## config.mk

```make
export PLATFORM = sky130hd
export DESIGN_NAME = machine_cycle_gen
export DESIGN_NICKNAME = d
export VERILOG_FILES = /design/src/rtl/machine_cycle_pkg.sv /design/src/rtl/mcg_phase_div.sv /design/src/rtl/machine_cycle_gen.sv
export SDC_FILE = /design/constraint.sdc
export NUM_CORES = 1
export LEC_CHECK = 0
export CELL_PAD_IN_SITES_DETAIL_PLACEMENT = 0
export CELL_PAD_IN_SITES_GLOBAL_PLACEMENT = 1
export CORE_MARGIN = 5
export CORE_UTILIZATION = 36
export DETAILED_ROUTE_END_ITERATION = 12
export PLACE_DENSITY_LB_ADDON = 0.1
export SLEW_MARGIN = 20
export SYNTH_ARGS = -nofsm -noshare
export SYNTH_HDL_FRONTEND = slang
export SYNTH_HIERARCHICAL = 1
export SYNTH_SLANG_ARGS = --single-unit
```

## constraint.sdc

```tcl
create_clock -name sysclk -period 4.3 [get_ports sysclk]
set_clock_uncertainty 0.2 [all_clocks]
set_input_delay 0.43 -clock sysclk [delete_from_list [all_inputs] [get_ports sysclk]]
set_output_delay 0.43 -clock sysclk [all_outputs]
set_load 0.1 [all_outputs]
```

## src/rtl/machine_cycle_pkg.sv

```systemverilog
// Shared types and constants for the machine-cycle timing generator.
package machine_cycle_pkg;

    typedef enum logic [1:0] {
        ST_IDLE  = 2'd0,
        ST_RUN   = 2'd1,
        ST_DRAIN = 2'd2,
        ST_STEP  = 2'd3
    } state_e;

    typedef enum logic [1:0] {
        PH_P0 = 2'd0,
        PH_P1 = 2'd1,
        PH_P2 = 2'd2,
        PH_P3 = 2'd3
    } phase_e;

    localparam int SLOT_A1 = 0;
    localparam int SLOT_A2 = 1;
    localparam int SLOT_A3 = 2;
    localparam int SLOT_M1 = 3;
    localparam int SLOT_M2 = 4;
    localparam int SLOT_X1 = 5;
    localparam int SLOT_X2 = 6;
    localparam int SLOT_X3 = 7;

    localparam int DEFAULT_SLOTS = 8;

    function automatic phase_e next_phase(input phase_e p);
        case (p)
            PH_P0:   return PH_P1;
            PH_P1:   return PH_P2;
            PH_P2:   return PH_P3;
            PH_P3:   return PH_P0;
            default: return PH_P0;
        endcase
    endfunction

endpackage

```

## src/rtl/mcg_phase_div.sv

```systemverilog
// Phase-length timer: loadable down-counter ticking on the last sysclk of a phase.
// With MACHINE_CYCLE_EXT_CLK_EN defined, phase ends come from synchronised pad edges instead.
module mcg_phase_div
    import machine_cycle_pkg::*;
#(
    parameter int DIV_W = 8
) (
    input  logic             sysclk,
    input  logic             poc,
`ifdef MACHINE_CYCLE_EXT_CLK_EN
    input  logic             clk1_pad,
    input  logic             clk2_pad,
    input  phase_e           phase,
    output logic             rise1,
`else
    input  logic             load,
    input  logic [DIV_W-1:0] load_val,
    output logic             tick_nxt,
`endif
    output logic             tick
);

`ifdef MACHINE_CYCLE_EXT_CLK_EN
    // [0],[1] are the synchroniser stages, [2] is the previous synchronised value
    logic [2:0] c1_q, c1_d;
    logic [2:0] c2_q, c2_d;
    logic       fall1_s, rise2_s, fall2_s;

    // shift pad samples through synchroniser and edge-detect history
    always_comb begin
        c1_d = {c1_q[1:0], clk1_pad};
        c2_d = {c2_q[1:0], clk2_pad};
    end

    // synchroniser registers
    always_ff @(posedge sysclk) begin
        if (poc) begin
            c1_q <= 3'b000;
            c2_q <= 3'b000;
        end else begin
            c1_q <= c1_d;
            c2_q <= c2_d;
        end
    end

    assign rise1   =  c1_q[1] & ~c1_q[2];
    assign fall1_s = ~c1_q[1] &  c1_q[2];
    assign rise2_s =  c2_q[1] & ~c2_q[2];
    assign fall2_s = ~c2_q[1] &  c2_q[2];

    // each phase ends on the pad edge that opens the following phase
    always_comb begin
        tick = 1'b0;
        case (phase)
            PH_P0:   tick = fall1_s;
            PH_P1:   tick = rise2_s;
            PH_P2:   tick = fall2_s;
            PH_P3:   tick = rise1;
            default: tick = 1'b0;
        endcase
    end
`else
    logic [DIV_W-1:0] cnt_q, cnt_d;

    // reload at phase start, otherwise count down and hold at zero
    always_comb begin
        cnt_d = cnt_q;
        if (load) begin
            cnt_d = load_val;
        end else if (cnt_q != {DIV_W{1'b0}}) begin
            cnt_d = cnt_q - {{(DIV_W-1){1'b0}}, 1'b1};
        end else begin
            cnt_d = cnt_q;
        end
    end

    // counter register
    always_ff @(posedge sysclk) begin
        if (poc) begin
            cnt_q <= {DIV_W{1'b0}};
        end else begin
            cnt_q <= cnt_d;
        end
    end

    assign tick     = (cnt_q == {DIV_W{1'b0}});
    assign tick_nxt = (cnt_d == {DIV_W{1'b0}});
`endif

endmodule

```

## src/rtl/machine_cycle_gen.sv

```systemverilog
// Machine-cycle timing generator: two-phase clk1/clk2, one-hot slot strobes, sync and cycle counter.
// Define MACHINE_CYCLE_EXT_CLK_EN to time phases from clk1_pad/clk2_pad instead of the divider.
module machine_cycle_gen
    import machine_cycle_pkg::*;
#(
    parameter int DIV_W = 8,
    parameter int SLOTS = DEFAULT_SLOTS,
    parameter int CNT_W = 16
) (
    input  logic             sysclk,
    input  logic             poc,
    input  logic [DIV_W-1:0] div,
    input  logic             run,
    input  logic             step_req,
`ifdef MACHINE_CYCLE_EXT_CLK_EN
    input  logic             clk1_pad,
    input  logic             clk2_pad,
`endif
    output logic             busy,
    output logic             clk1,
    output logic             clk2,
    output logic [SLOTS-1:0] slot,
    output logic             sync,
    output logic             cycle_done,
    output logic [CNT_W-1:0] cycle_cnt
);

    localparam int SLOT_W = (SLOTS > 1) ? $clog2(SLOTS) : 1;
    localparam logic [SLOT_W-1:0] SLOT_LAST = SLOT_W'(SLOTS - 1);

    state_e           state_q, state_d;
    phase_e           phase_q, phase_d;
    logic [SLOT_W-1:0] slot_idx_q, slot_idx_d;
    logic [DIV_W-1:0] div_l_q, div_l_d;

    logic             busy_q, busy_d;
    logic             clk1_q, clk1_d;
    logic             clk2_q, clk2_d;
    logic [SLOTS-1:0] slot_q, slot_d;
    logic             sync_q, sync_d;
    logic             cycle_done_q, cycle_done_d;
    logic [CNT_W-1:0] cycle_cnt_q, cycle_cnt_d;

    logic             tick_s;
    logic             tick_nxt_s;
    logic             load_s;
    logic             go_s;
    logic             eoc_s;

`ifdef MACHINE_CYCLE_EXT_CLK_EN
    logic             rise1_s;
    logic             step_pend_q, step_pend_d;

    mcg_phase_div #(.DIV_W(DIV_W)) u_phase_div (
        .sysclk   (sysclk),
        .poc      (poc),
        .clk1_pad (clk1_pad),
        .clk2_pad (clk2_pad),
        .phase    (phase_q),
        .rise1    (rise1_s),
        .tick     (tick_s)
    );

    assign tick_nxt_s = 1'b0;

    // a step request made in IDLE is held until the pad cycle starts
    always_comb begin
        go_s = (run | step_req | step_pend_q) & rise1_s;
        if (state_q == ST_IDLE) begin
            step_pend_d = (step_req | step_pend_q) & ~go_s;
        end else begin
            step_pend_d = 1'b0;
        end
    end

    // pending-step register
    always_ff @(posedge sysclk) begin
        if (poc) begin
            step_pend_q <= 1'b0;
        end else begin
            step_pend_q <= step_pend_d;
        end
    end
`else
    mcg_phase_div #(.DIV_W(DIV_W)) u_phase_div (
        .sysclk   (sysclk),
        .poc      (poc),
        .load     (load_s),
        .load_val (div_l_d),
        .tick_nxt (tick_nxt_s),
        .tick     (tick_s)
    );

    assign go_s = run | step_req;
`endif

    // sequencer next state, phase/slot advance and divider reload
    always_comb begin
        state_d    = state_q;
        phase_d    = phase_q;
        slot_idx_d = slot_idx_q;
        div_l_d    = div_l_q;
        load_s     = 1'b0;
        eoc_s      = (state_q != ST_IDLE) && (phase_q == PH_P3) &&
                     (slot_idx_q == SLOT_LAST) && tick_s;
        case (state_q)
            ST_IDLE: begin
                phase_d    = PH_P0;
                slot_idx_d = {SLOT_W{1'b0}};
                if (go_s) begin
                    state_d = run ? ST_RUN : ST_STEP;
                    div_l_d = div;
                    load_s  = 1'b1;
                end else begin
                    state_d = ST_IDLE;
                end
            end
            ST_RUN, ST_DRAIN, ST_STEP: begin
                if (run) begin
                    state_d = ST_RUN;
                end else if (eoc_s) begin
                    state_d = ST_IDLE;
                end else if (state_q == ST_RUN) begin
                    state_d = ST_DRAIN;
                end else begin
                    state_d = state_q;
                end
                if (tick_s) begin
                    load_s  = 1'b1;
                    phase_d = next_phase(phase_q);
                    if (phase_q != PH_P3) begin
                        slot_idx_d = slot_idx_q;
                    end else if (slot_idx_q == SLOT_LAST) begin
                        slot_idx_d = {SLOT_W{1'b0}};
                        div_l_d    = div;
                    end else begin
                        slot_idx_d = slot_idx_q + {{(SLOT_W-1){1'b0}}, 1'b1};
                    end
                end else begin
                    load_s = 1'b0;
                end
            end
            default: begin
                state_d    = ST_IDLE;
                phase_d    = PH_P0;
                slot_idx_d = {SLOT_W{1'b0}};
            end
        endcase
    end

    // outputs decoded from the next position so they are registered yet aligned with it
    always_comb begin
        busy_d = (state_d != ST_IDLE);
        clk1_d = busy_d && (phase_d == PH_P0);
        clk2_d = busy_d && (phase_d == PH_P2);
        slot_d = {{(SLOTS-1){1'b0}}, 1'b1} << slot_idx_d;
        sync_d = busy_d && (slot_idx_d == SLOT_LAST);
`ifdef MACHINE_CYCLE_EXT_CLK_EN
        cycle_done_d = eoc_s;
`else
        cycle_done_d = busy_d && (phase_d == PH_P3) && (slot_idx_d == SLOT_LAST) && tick_nxt_s;
`endif
        if (cycle_done_d) begin
            cycle_cnt_d = cycle_cnt_q + {{(CNT_W-1){1'b0}}, 1'b1};
        end else begin
            cycle_cnt_d = cycle_cnt_q;
        end
    end

    // state and output registers
    always_ff @(posedge sysclk) begin
        if (poc) begin
            state_q      <= ST_IDLE;
            phase_q      <= PH_P0;
            slot_idx_q   <= {SLOT_W{1'b0}};
            div_l_q      <= {DIV_W{1'b0}};
            busy_q       <= 1'b0;
            clk1_q       <= 1'b0;
            clk2_q       <= 1'b0;
            slot_q       <= {{(SLOTS-1){1'b0}}, 1'b1};
            sync_q       <= 1'b0;
            cycle_done_q <= 1'b0;
            cycle_cnt_q  <= {CNT_W{1'b0}};
        end else begin
            state_q      <= state_d;
            phase_q      <= phase_d;
            slot_idx_q   <= slot_idx_d;
            div_l_q      <= div_l_d;
            busy_q       <= busy_d;
            clk1_q       <= clk1_d;
            clk2_q       <= clk2_d;
            slot_q       <= slot_d;
            sync_q       <= sync_d;
            cycle_done_q <= cycle_done_d;
            cycle_cnt_q  <= cycle_cnt_d;
        end
    end

    assign busy       = busy_q;
    assign clk1       = clk1_q;
    assign clk2       = clk2_q;
    assign slot       = slot_q;
    assign sync       = sync_q;
    assign cycle_done = cycle_done_q;
    assign cycle_cnt  = cycle_cnt_q;

endmodule

```

==> impl_metrics.tcl <==
set metrics [dict create \
    ys_ff_latch 52 \
    status "finished, final reports clean" \
    regArea_um2 1040 \
    grt_usage_pct 14.1 \
    fin_crit_ns 4.29 \
    drt_iter0_markers 89 \
    fin_cells 403 \
    vias 2100 \
    final_common_cell "dfxtp_1" \
    cts-root-buf "clkbuf_8" \
    cts_buffers 5 \
    fmaxAchievable_mhz 233 \
    numPortBuffers 40 \
    utilization_pct 48.6 \
    cp_data_arrival_time_ns 4.34 \
    die_area_um2 8680 \
    slew_headroom_pct 33.9 \
    cp_cell_sequence "or4_4 -> nor3_4 -> nand3_4 -> o21ai_4 -> mux2_4 -> o41ai_4 -> o31ai_2 -> nor4_2 -> o2111a_1 -> nand4_1 -> a21oi_2 -> o2111ai_2 -> or4_1 -> a21oi_1" \
    cts_tree "yes" \
    dp.cells 388 \
    ioPinCount 41 \
    drive_gt1_share_pct 20.1 \
    placed_area_um2 3020 \
    synth_compound_area_share_pct 17.5 \
    core_area_um2 6760 \
    cp_max_fo 5 \
    ys_warn_count 6 \
    worst_pin_slew_ns 0.989 \
    synth_top_family_by_area "simple AND/OR/NAND/NOR gates" \
    fin_nets 341 \
    drc 0 \
    cp.buffers_inverters 0 \
    stdcell_area_um2 3290 \
    syn_area_um2 2490 \
    ys_seq_area_share_pct 41.8 \
    synth_xor_xnor_area_share_pct 2.81 \
    finalCritPeriodShare_pct 99.7 \
    cts_buffer_depth 2 \
    grt_start_max_net_pins 23 \
    hp-class "flop to flop" \
    dp_hpwl_mm 4.29 \
    multi_input_area_um2 1470 \
    areaGrowthSynthToFinish_pct 32.0 \
    antenna_found_initial 0 \
    start_util_pct 36.9 \
    synth_enable_flop_cells 0 \
    clkSinkCount 52 \
    cp_top_family "simple AND/OR/NAND/NOR gates" \
    drv_slew 0 \
    synth_flop_cell "dfxtp_1" \
    cp-start-kind "flop" \
    slowest_delay_ns 0.56 \
    viasPerCell 5.21 \
    routed_wl_mm 6.04 \
    drtPass1Iterations 4 \
    clk_pin_slew_worst_paths_ns 0.10 \
    chipWidth_um 93.2 \
    muxShareOfSynthArea_pct 6.48 \
    worst-setup-path-type "flop to flop" \
    rsz0062_at_grt "true" \
    worstSkewPairLatency_ns 0.31 \
    endpoint_kind "flop" \
    gp_congestion 0.836 \
    power.leakage_nw 1.14 \
    p_per_area_nw_per_um2 473 \
    synth_fp_nets 288 \
    final_cell_mix "dfxtp_1, clkdlybuf4s50_1, nor2_1" \
    wl_per_cell_um 15.0 \
    synth_area_per_cell_um2 9.26 \
    ant_nets 0 \
    synth-simple-area-share_pct 23.6 \
    overflow 0 \
    fillers 662 \
    n_antenna_cell 0 \
    worstPathRequired_ns 4.35 \
    crit_slowest_cell "or4_4" \
    hold_violations 0 \
    drv_cap 0 \
    async_flop_share_pct 0 \
    power_mw 1.56 \
    syn_inst 269 \
    synthDistinctLibCells 55 \
    htreeDepth 2 \
    grt_pass1_wl_mm 9.87 \
    synthAdderAreaFrac_pct 3.52 \
    grt_pass1_vias 1961 \
    rows 30 \
    peakVddDrop_mv 0.202 \
    die_y_um 93.2 \
    setup_viol 0 \
    hold_slack_ns 0.312 \
]
[state kept, by name (all words and copies together) (netlist names)]
| signal | cells |
|---|---|
| state_q | 2 |
| slot | 8 |
| slot_idx_q | 3 |
| clk1 | 1 |
| u_phase_div/cnt_q | 8 |
| phase_q | 2 |
| div_l_q | 8 |
| cycle_done | 1 |
| sync | 1 |
| clk2 | 1 |
| busy | 1 |
| cycle_cnt | 16 |
[area by class of cell]
cell class / instances / share of cell area (%)
clock buffers: 5 / 2.09
well taps: 80 / 3.05
repair buffers: 58 / 16.6
clock inverters: 3 / 0.799
inverters: 9 / 1.03
flip-flops and latches: 52 / 31.7
multi-input cells: 196 / 44.7
[power breakdown]
part	total (mW)	leakage [nW]	switching, mW	internal [mW]
sequential	0.582	0.424	0.0506	0.531
combinational	0.676	0.669	0.374	0.302
clock	0.298	0.0487	0.179	0.119
[worst min-delay path: cells and delay by family, from the launching register on]
family | cells | cell delay, ns
compound gates | 2 | 0.13
flops | 1 | 0.35
[what timing repair did]
item	4_1_cts	5_1_grt
endpoints found under the setup margin	0	15
hold buffers	0	0
resized for setup	0	27
buffers inserted	0	6
[Yosys cell counts, drive strengths merged (2+ instances only)]
| cell type | n | area (um^2) |
|---|---|---|
| nand2b | 4 | 25.0 |
| mux2 | 9 | 101 |
| ha | 7 | 87.6 |
| o2111ai | 2 | 23.8 |
| or4 | 2 | 18.8 |
| and3 | 2 | 12.5 |
| xnor2 | 7 | 61.3 |
| o31a | 2 | 18.8 |
| nor3 | 14 | 86.3 |
| o21ai | 17 | 92.6 |
| nor4 | 4 | 25.0 |
| dfxtp | 52 | 1040 |
| nor2 | 20 | 75.1 |
| and2 | 2 | 12.5 |
| a21oi | 25 | 136 |
| mux2i | 6 | 60.1 |
| clkbuf | 5 | 18.8 |
| nand4 | 4 | 25.0 |
| nand2 | 9 | 33.8 |
| buf | 6 | 42.5 |
| o2111a | 2 | 23.8 |
| nand4b | 3 | 26.3 |
| nor2b | 11 | 68.8 |
| inv | 9 | 33.8 |
| o211ai | 2 | 15.0 |
| or3 | 9 | 56.3 |
| o31ai | 4 | 30.0 |
| nand3 | 7 | 35.0 |
| nand3b | 2 | 15.0 |
| nor3b | 6 | 45.0 |
[through the flow]
step,worst slack [ns],setup TNS (ns)
floorplan,0.0308,0
global placement,0.153,0
detailed placement,0.0714,0
CTS,0.00733,0
global route,-0.197,-1.57
finish,0.0131,0
[final timing paths]
| path | startpoint | to | slack [ns] | cells past startpoint |
|---|---|---|---|---|
| setup / recovery | u_phase_div/cnt_q[4] | cycle_cnt[15] | 0.01 | 14 |
| setup reg to reg | u_phase_div/cnt_q[4] | cycle_cnt[15] | 0.01 | 14 |
| hold / removal | cycle_cnt[15] | cycle_cnt[15] | 0.31 | 2 |
| hold reg to reg | cycle_cnt[15] | cycle_cnt[15] | 0.31 | 2 |
[metal layers]
layer,part of all wire (%),up-vias,global-route usage [%]
li1,-,1079,-
met1,50,972,19.8
met2,45,41,21.8
met3,3.6,8,3.06
met4,1.4,0,4.03
met5,0,-,0
[cell families after synthesis]
logic type	Yosys count
buf+inv	21
mux	15
compound gates	64
fa+ha+maj	7
xor+xnor	8
flops	52
simple gates	102
Power figures use the tool's default switching activity.
